==> src/rtl/addsub_nibble_seq_if.sv <==
// Operand/result handshake bundle for the nibble-serial add/sub controller.
// master = producer/consumer side, slave = controller side.
interface addsub_nibble_seq_if #(
    parameter int unsigned WIDTH = 16
);
    logic             in_valid;
    logic             in_ready;
    logic [WIDTH-1:0] a;
    logic [WIDTH-1:0] b;
    logic             sub;
    logic             out_valid;
    logic             out_ready;
    logic [WIDTH-1:0] result;
    logic             cout;
    logic             overflow;
    logic             busy;

    modport master (
        output in_valid, a, b, sub, out_ready,
        input  in_ready, out_valid, result, cout, overflow, busy
    );

    modport slave (
        input  in_valid, a, b, sub, out_ready,
        output in_ready, out_valid, result, cout, overflow, busy
    );
endinterface

==> src/rtl/addsub_nibble_seq.sv <==
// WIDTH-bit B+A / B-A built from a single 4-bit add slice, one nibble per cycle,
// with the inter-nibble carry held in a register.
module addsub_nibble_seq #(
    parameter int unsigned WIDTH = 16
) (
    input logic                clk,
    input logic                rst,
    addsub_nibble_seq_if.slave bus
);
    localparam int unsigned NIBBLES = WIDTH / 4;
    localparam int unsigned IdxW    = (NIBBLES > 1) ? $clog2(NIBBLES) : 1;
    localparam logic [IdxW-1:0] LastIdx = IdxW'(NIBBLES - 1);

    typedef enum logic [1:0] {StIdle, StRun, StDone} state_e;

    state_e           state_q, state_d;
    logic [IdxW-1:0]  idx_q;
    logic             carry_q;
    logic [WIDTH-1:0] a_q, b_q, result_q;
    logic             sub_q, cout_q, ovf_q;

    logic             accept;
    logic             last_nib;
    logic [3:0]       nib_a, nib_b;
    logic [4:0]       slice_sum;
    logic [WIDTH-1:0] result_run;
    logic             ovf_run;

    assign accept   = (state_q == StIdle) && bus.in_valid;
    assign last_nib = (idx_q == LastIdx);

    // Nibble select, the add slice itself, and write-back into the result nibble.
    always_comb begin
        nib_a      = '0;
        nib_b      = '0;
        result_run = result_q;
        for (int i = 0; i < int'(NIBBLES); i++) begin
            if (idx_q == IdxW'(i)) begin
                nib_a = a_q[4*i +: 4];
                nib_b = b_q[4*i +: 4];
            end
        end
        slice_sum = {1'b0, nib_a ^ {4{sub_q}}} + {1'b0, nib_b} + {4'b0000, carry_q};
        for (int i = 0; i < int'(NIBBLES); i++) begin
            if (idx_q == IdxW'(i)) begin
                result_run[4*i +: 4] = slice_sum[3:0];
            end
        end
        ovf_run = sub_q ? ((a_q[WIDTH-1] != b_q[WIDTH-1]) && (result_run[WIDTH-1] != b_q[WIDTH-1]))
                        : ((a_q[WIDTH-1] == b_q[WIDTH-1]) && (result_run[WIDTH-1] != b_q[WIDTH-1]));
    end

    always_ff @(posedge clk) begin
        if (rst) begin
            state_q <= StIdle;
        end else begin
            state_q <= state_d;
        end
    end

    always_comb begin
        state_d = state_q;
        case (state_q)
            StIdle:  if (accept) state_d = StRun;
            StRun:   if (last_nib) state_d = StDone;
            StDone:  if (bus.out_ready) state_d = StIdle;
            default: state_d = StIdle;
        endcase
    end

    always_comb begin
        bus.in_ready  = (state_q == StIdle);
        bus.out_valid = (state_q == StDone);
        bus.busy      = (state_q != StIdle);
        bus.result    = result_q;
        bus.cout      = cout_q;
        bus.overflow  = ovf_q;
    end

    always_ff @(posedge clk) begin
        if (rst) begin
            idx_q    <= '0;
            carry_q  <= 1'b0;
            a_q      <= '0;
            b_q      <= '0;
            sub_q    <= 1'b0;
            result_q <= '0;
            cout_q   <= 1'b0;
            ovf_q    <= 1'b0;
        end else begin
            case (state_q)
                StIdle: begin
                    if (accept) begin
                        a_q      <= bus.a;
                        b_q      <= bus.b;
                        sub_q    <= bus.sub;
                        carry_q  <= bus.sub;  // +1 of the two's-complement negate
                        idx_q    <= '0;
                        result_q <= '0;
                        cout_q   <= 1'b0;
                        ovf_q    <= 1'b0;
                    end
                end
                StRun: begin
                    result_q <= result_run;
                    carry_q  <= slice_sum[4];
                    if (last_nib) begin
                        cout_q <= slice_sum[4];
                        ovf_q  <= ovf_run;
                    end else begin
                        idx_q <= idx_q + 1'b1;
                    end
                end
                default: ;
            endcase
        end
    end
endmodule

==> src/flat_wrapper.sv <==
// flat-port wrapper written by rule: the top's interface ports become plain ports
module addsub_nibble_seq_flat 
#(
    parameter int unsigned WIDTH = 16
)
  (clk, rst, bus_in_valid, bus_a, bus_b, bus_sub, bus_out_ready, bus_in_ready, bus_out_valid, bus_result, bus_cout, bus_overflow, bus_busy);
  addsub_nibble_seq_if #(.WIDTH(WIDTH)) bus_i ();
  input logic clk;
  input logic rst;
  input wire logic [$bits(bus_i.in_valid)-1:0] bus_in_valid;
  input wire logic [$bits(bus_i.a)-1:0] bus_a;
  input wire logic [$bits(bus_i.b)-1:0] bus_b;
  input wire logic [$bits(bus_i.sub)-1:0] bus_sub;
  input wire logic [$bits(bus_i.out_ready)-1:0] bus_out_ready;
  output wire logic [$bits(bus_i.in_ready)-1:0] bus_in_ready;
  output wire logic [$bits(bus_i.out_valid)-1:0] bus_out_valid;
  output wire logic [$bits(bus_i.result)-1:0] bus_result;
  output wire logic [$bits(bus_i.cout)-1:0] bus_cout;
  output wire logic [$bits(bus_i.overflow)-1:0] bus_overflow;
  output wire logic [$bits(bus_i.busy)-1:0] bus_busy;
  assign bus_i.in_valid = bus_in_valid;
  assign bus_i.a = bus_a;
  assign bus_i.b = bus_b;
  assign bus_i.sub = bus_sub;
  assign bus_i.out_ready = bus_out_ready;
  assign bus_in_ready = bus_i.in_ready;
  assign bus_out_valid = bus_i.out_valid;
  assign bus_result = bus_i.result;
  assign bus_cout = bus_i.cout;
  assign bus_overflow = bus_i.overflow;
  assign bus_busy = bus_i.busy;
  addsub_nibble_seq #(.WIDTH(WIDTH)) u_core (.clk(clk), .rst(rst), .bus(bus_i));
endmodule
==> config.mk <==
export PLATFORM = sky130hd
export DESIGN_NAME = addsub_nibble_seq_flat
export DESIGN_NICKNAME = d
export VERILOG_FILES = /design/src/rtl/addsub_nibble_seq_if.sv /design/src/rtl/addsub_nibble_seq.sv /design/src/flat_wrapper.sv
export SDC_FILE = /design/constraint.sdc
export NUM_CORES = 1
export LEC_CHECK = 0
export CAP_MARGIN = 20
export CORE_ASPECT_RATIO = 1.75
export CORE_MARGIN = 5
export CORE_UTILIZATION = 45
export CTS_CLUSTER_DIAMETER = 40
export DETAILED_ROUTE_END_ITERATION = 8
export PLACE_DENSITY_LB_ADDON = 0.12
export SYNTH_ARGS = -nofsm -noshare
export SYNTH_HDL_FRONTEND = slang
export SYNTH_SLANG_ARGS = --single-unit
==> constraint.sdc <==
create_clock -name clk -period 2.9 [get_ports clk]
set_input_delay 0.87 -clock clk [delete_from_list [all_inputs] [get_ports clk]]
set_output_delay 0.87 -clock clk [all_outputs]
set_load 0.1 [all_outputs]
==> impl_metrics.env <==
export IMPL_synth_compound_area_share_pct=20.99
export IMPL_leakagePower_uw=0.001337
export IMPL_cts_inserted_buffers=5
export IMPL_critPathMaxStageDelay_ns=0.42
export IMPL_via_per_inst=5.032
export IMPL_hpwl_microns=4829
export IMPL_ys_flop_type="dfxtp_1"
export IMPL_drc=0
export IMPL_grt_usage_pct=17.95
export IMPL_grt_max_degree=33
export IMPL_worstRegToRegCells=11
export IMPL_cp_end_kind="flop"
export IMPL_instances_no_fill=466
export IMPL_yosysTopAreaCellShare_pct=44.14
export IMPL_crit_slowest_cell="a2111o_1"
export IMPL_vias=2345
export IMPL_cts_root_buf="clkbuf_8"
export IMPL_outcome="finished clean"
export IMPL_pre_cts_slack_ns=-0.02615
export IMPL_die_h_microns=109.4
export IMPL_drive_above_1_share_pct=16.67
export IMPL_synthArstFlopShare_pct=0
export IMPL_dr_pass1_iters=4
export IMPL_yosysSeqAreaShare_pct=44.14
export IMPL_synth_area_top_cells="dfxtp_1, nand2_1, a21oi_1, ha_1, nor2_1"
export IMPL_drt_iter0_drc=136
export IMPL_placementRows=36
export IMPL_clk_insertion_delay_late_ns=0.31
export IMPL_startpoint="u_core.idx_q[0]"
export IMPL_ys_seq_elements=56
export IMPL_fin_area_sq_um=3412
export IMPL_ir_worst_vdd_uv=273.7
export IMPL_final_min_clock_period_ns=2.762
export IMPL_finalHoldViolCount=0
export IMPL_dpl_cell_area_sq_um=3228
export IMPL_finalSetupViolations=0
export IMPL_cap_violations=0
export IMPL_die_x_microns=66.79
export IMPL_synth_cell_types=33
export IMPL_dpl_cell_count=457
export IMPL_synth_cells=329
export IMPL_crit_path_start_kind="flop"
export IMPL_syn2layout_area_growth_pct=34.33
export IMPL_synthSimpleGateAreaFrac_pct=22.66
export IMPL_ios=58
export IMPL_synthMuxAreaShare_pct=0
export IMPL_fin_setup_tns_ns=0
export IMPL_cts_tree="done"
export IMPL_synth_nets=375
export IMPL_nets=436
export IMPL_powerDensity_nw_per_um2=500.6
export IMPL_synth_xor_area_share_pct=2.069
export IMPL_hold_path_class="reg2reg"
export IMPL_cp_endpoint="u_core.bus.overflow"
export IMPL_period_share_pct=95.23
export IMPL_cts_clk_slew_worst_paths_ns=0.09
export IMPL_synth_warnings=0
export IMPL_wl_per_cell_microns=13.61
export IMPL_yosys_area_top_type="dfxtp_1"
export IMPL_r2r_slack_ns=0.14
export IMPL_grt_first_pass_wirelength_microns=10030
export IMPL_start_util_pct=45.84
export IMPL_rsz0062_at_grt="false"
export IMPL_synth_top_family_by_area="simple AND/OR/NAND/NOR gates"
export IMPL_layout_setup_ws_ns=0.1384
export IMPL_htree_num_levels=2
export IMPL_worstSetupPathType="reg2reg"
export IMPL_io_buffers=57
export IMPL_antenna_found_initial=0
export IMPL_synth_edf_count=0
export IMPL_drt_wl_total_microns=6344
export IMPL_timing_fmax_ghz=0.3621
export IMPL_fin_skew_ns=0.009271
export IMPL_path_cells="inv_2 > ha_2 > buf_4 > a221oi_1 > nor3_1 > a21o_1 > ha_1 > and3b_1 > or3_4 > a2111o_1 > nand3_1"
export IMPL_fp_dieArea_sq_um=7306
export IMPL_reg2reg_to="u_core.bus.overflow"
export IMPL_antenna_cells=0
export IMPL_synth_fa_ha_area_share_pct=5.025
export IMPL_drv_slew=0
export IMPL_cp_data_required_time_ns=3.15
export IMPL_worstMarginPinSlew_ns=0.6093
export IMPL_place_congestion=0.8231
export IMPL_synth_area_sq_um=2540
export IMPL_fp_coreArea_sq_um=5540
export IMPL_worst_r2r_startpoint="u_core.idx_q[0]"
export IMPL_syn_area_per_cell_sq_um=7.720
export IMPL_ant_nets=0
export IMPL_cp_depth=11
export IMPL_arrival_ns=3.01
export IMPL_cts_num_sinks=56
export IMPL_critical_path_top_delay_family="compound AO/OA/AOI/OAI gates"
export IMPL_crit_buf_inv=2
export IMPL_clockBufferDepth=2
export IMPL_grt_pass1_vias=2197
export IMPL_worstPathMaxFanout=7
export IMPL_grt_ovfl_total=0
export IMPL_maxSlewHeadroom_pct=59.38
## sequential cells by signal, summed over array words and instances, names as in the netlist
register             cells
u_core.sub_q             1
u_core.bus.overflow      1
u_core.b_q              16
u_core.carry_q           1
u_core.bus.cout          1
u_core.idx_q             2
u_core.state_q           2
u_core.bus.result       16
u_core.a_q              16
## synthesized netlist by cell type, drive strengths merged (4+ instances only)
cell type / count
nand2: 89
nand3b: 4
nor2: 15
clkbuf: 14
inv: 8
buf: 9
nor2b: 7
ha: 7
a21oi: 63
a22oi: 6
dfxtp: 56
a2bb2oi: 6
o21ai: 11
nand4: 4
## worst min path at each step
| stage | from | endpoint | slack (ns) | cells after the start |
|---|---|---|---|---|
| global placement | u_core.a_q[8] | u_core.a_q[8] | 0.44 | 2 |
| finish | u_core.bus.cout | u_core.bus.cout | 0.46 | 2 |
| floorplan | u_core.b_q[0] | u_core.b_q[0] | 0.43 | 2 |
| global route | u_core.bus.result[11] | u_core.bus.result[11] | 0.48 | 2 |
| detailed placement | u_core.b_q[4] | u_core.b_q[4] | 0.45 | 2 |
| CTS | u_core.b_q[4] | u_core.b_q[4] | 0.46 | 2 |
## cells in the final DEF, fill, tap and decap left out, drive strengths merged, types with 2 or more instances in the layout
| master | netlist | routed |
|---|---|---|
| a21o | 2 | 2 |
| a21oi | 63 | 63 |
| a221oi | 2 | 2 |
| a22oi | 6 | 6 |
| a2bb2oi | 6 | 6 |
| buf | 9 | 42 |
| clkbuf | 14 | 7 |
| clkdlybuf4s50 | 0 | 35 |
| dfxtp | 56 | 56 |
| fa | 2 | 2 |
| ha | 7 | 7 |
| inv | 8 | 8 |
| nand2 | 89 | 89 |
| nand2b | 2 | 2 |
| nand3 | 3 | 3 |
| nand3b | 4 | 4 |
| nand4 | 4 | 4 |
| nor2 | 15 | 15 |
| nor2b | 7 | 7 |
| nor3 | 3 | 3 |
| nor3b | 2 | 2 |
| o21ai | 11 | 11 |
| xnor2 | 3 | 3 |
| xor2 | 3 | 3 |
## logic make-up after synthesis
kind of cell               count (synthesis)
adders and majority gates                  9
buffers and inverters                     31
xor gates and xnor gates                   6
DFF                                       56
AOI/OAI and AO/OA                         94
and+or+nand+nor                          133
## routing by layer
layer  share of wire, %  track usage [%]  vias up
li1                   -                -     1222
met1                 41            19.78     1065
met2                 54            33.10       51
met3                3.8            2.965        7
met4                1.6            7.413        0
met5                  0                0        -
## worst reg2reg max path: stages, from the launching register on
cell      delay [ns]
dfxtp_4         0.39
inv_2           0.07
ha_2            0.20
buf_4           0.16
a221oi_1        0.27
nor3_1          0.11
a21o_1          0.17
ha_1            0.27
and3b_1         0.20
or3_4           0.37
a2111o_1        0.42
nand3_1         0.08
## power by group
| part | internal [uW] | switching [uW] |
|---|---|---|
| Sequential | 807 | 29.4 |
| Clock | 213 | 236 |
| Combinational | 186 | 236 |
## what timing repair did
action	4_1_cts	5_1_grt
endpoints found under the setup margin	1	15
gates resized for setup	1	20
hold endpoints to repair	0	0
pin swaps	1	6
hold buffers	0	0
buffers inserted	2	0
## stage by stage
stage	util, %	hold slack (ns)	total power (uW)
finish	61.59	0.4581	1708
global route	61.59	0.4822	1794
CTS	60.30	0.4605	1705
detailed placement	58.27	0.4473	1256
global placement	58.27	0.4430	1248
floorplan	-	0.4318	1109
## final cells by class
class                   instances  area (sq um)
clock buffers                   7         96.34
well taps                      76         95.09
inverters                       8         30.03
multi-input cells             242          1361
repair buffers                 77         704.4
flip-flops and latches         56          1125
fillers                       548          2128
No activity file was read; power rests on OpenSTA's default activity.
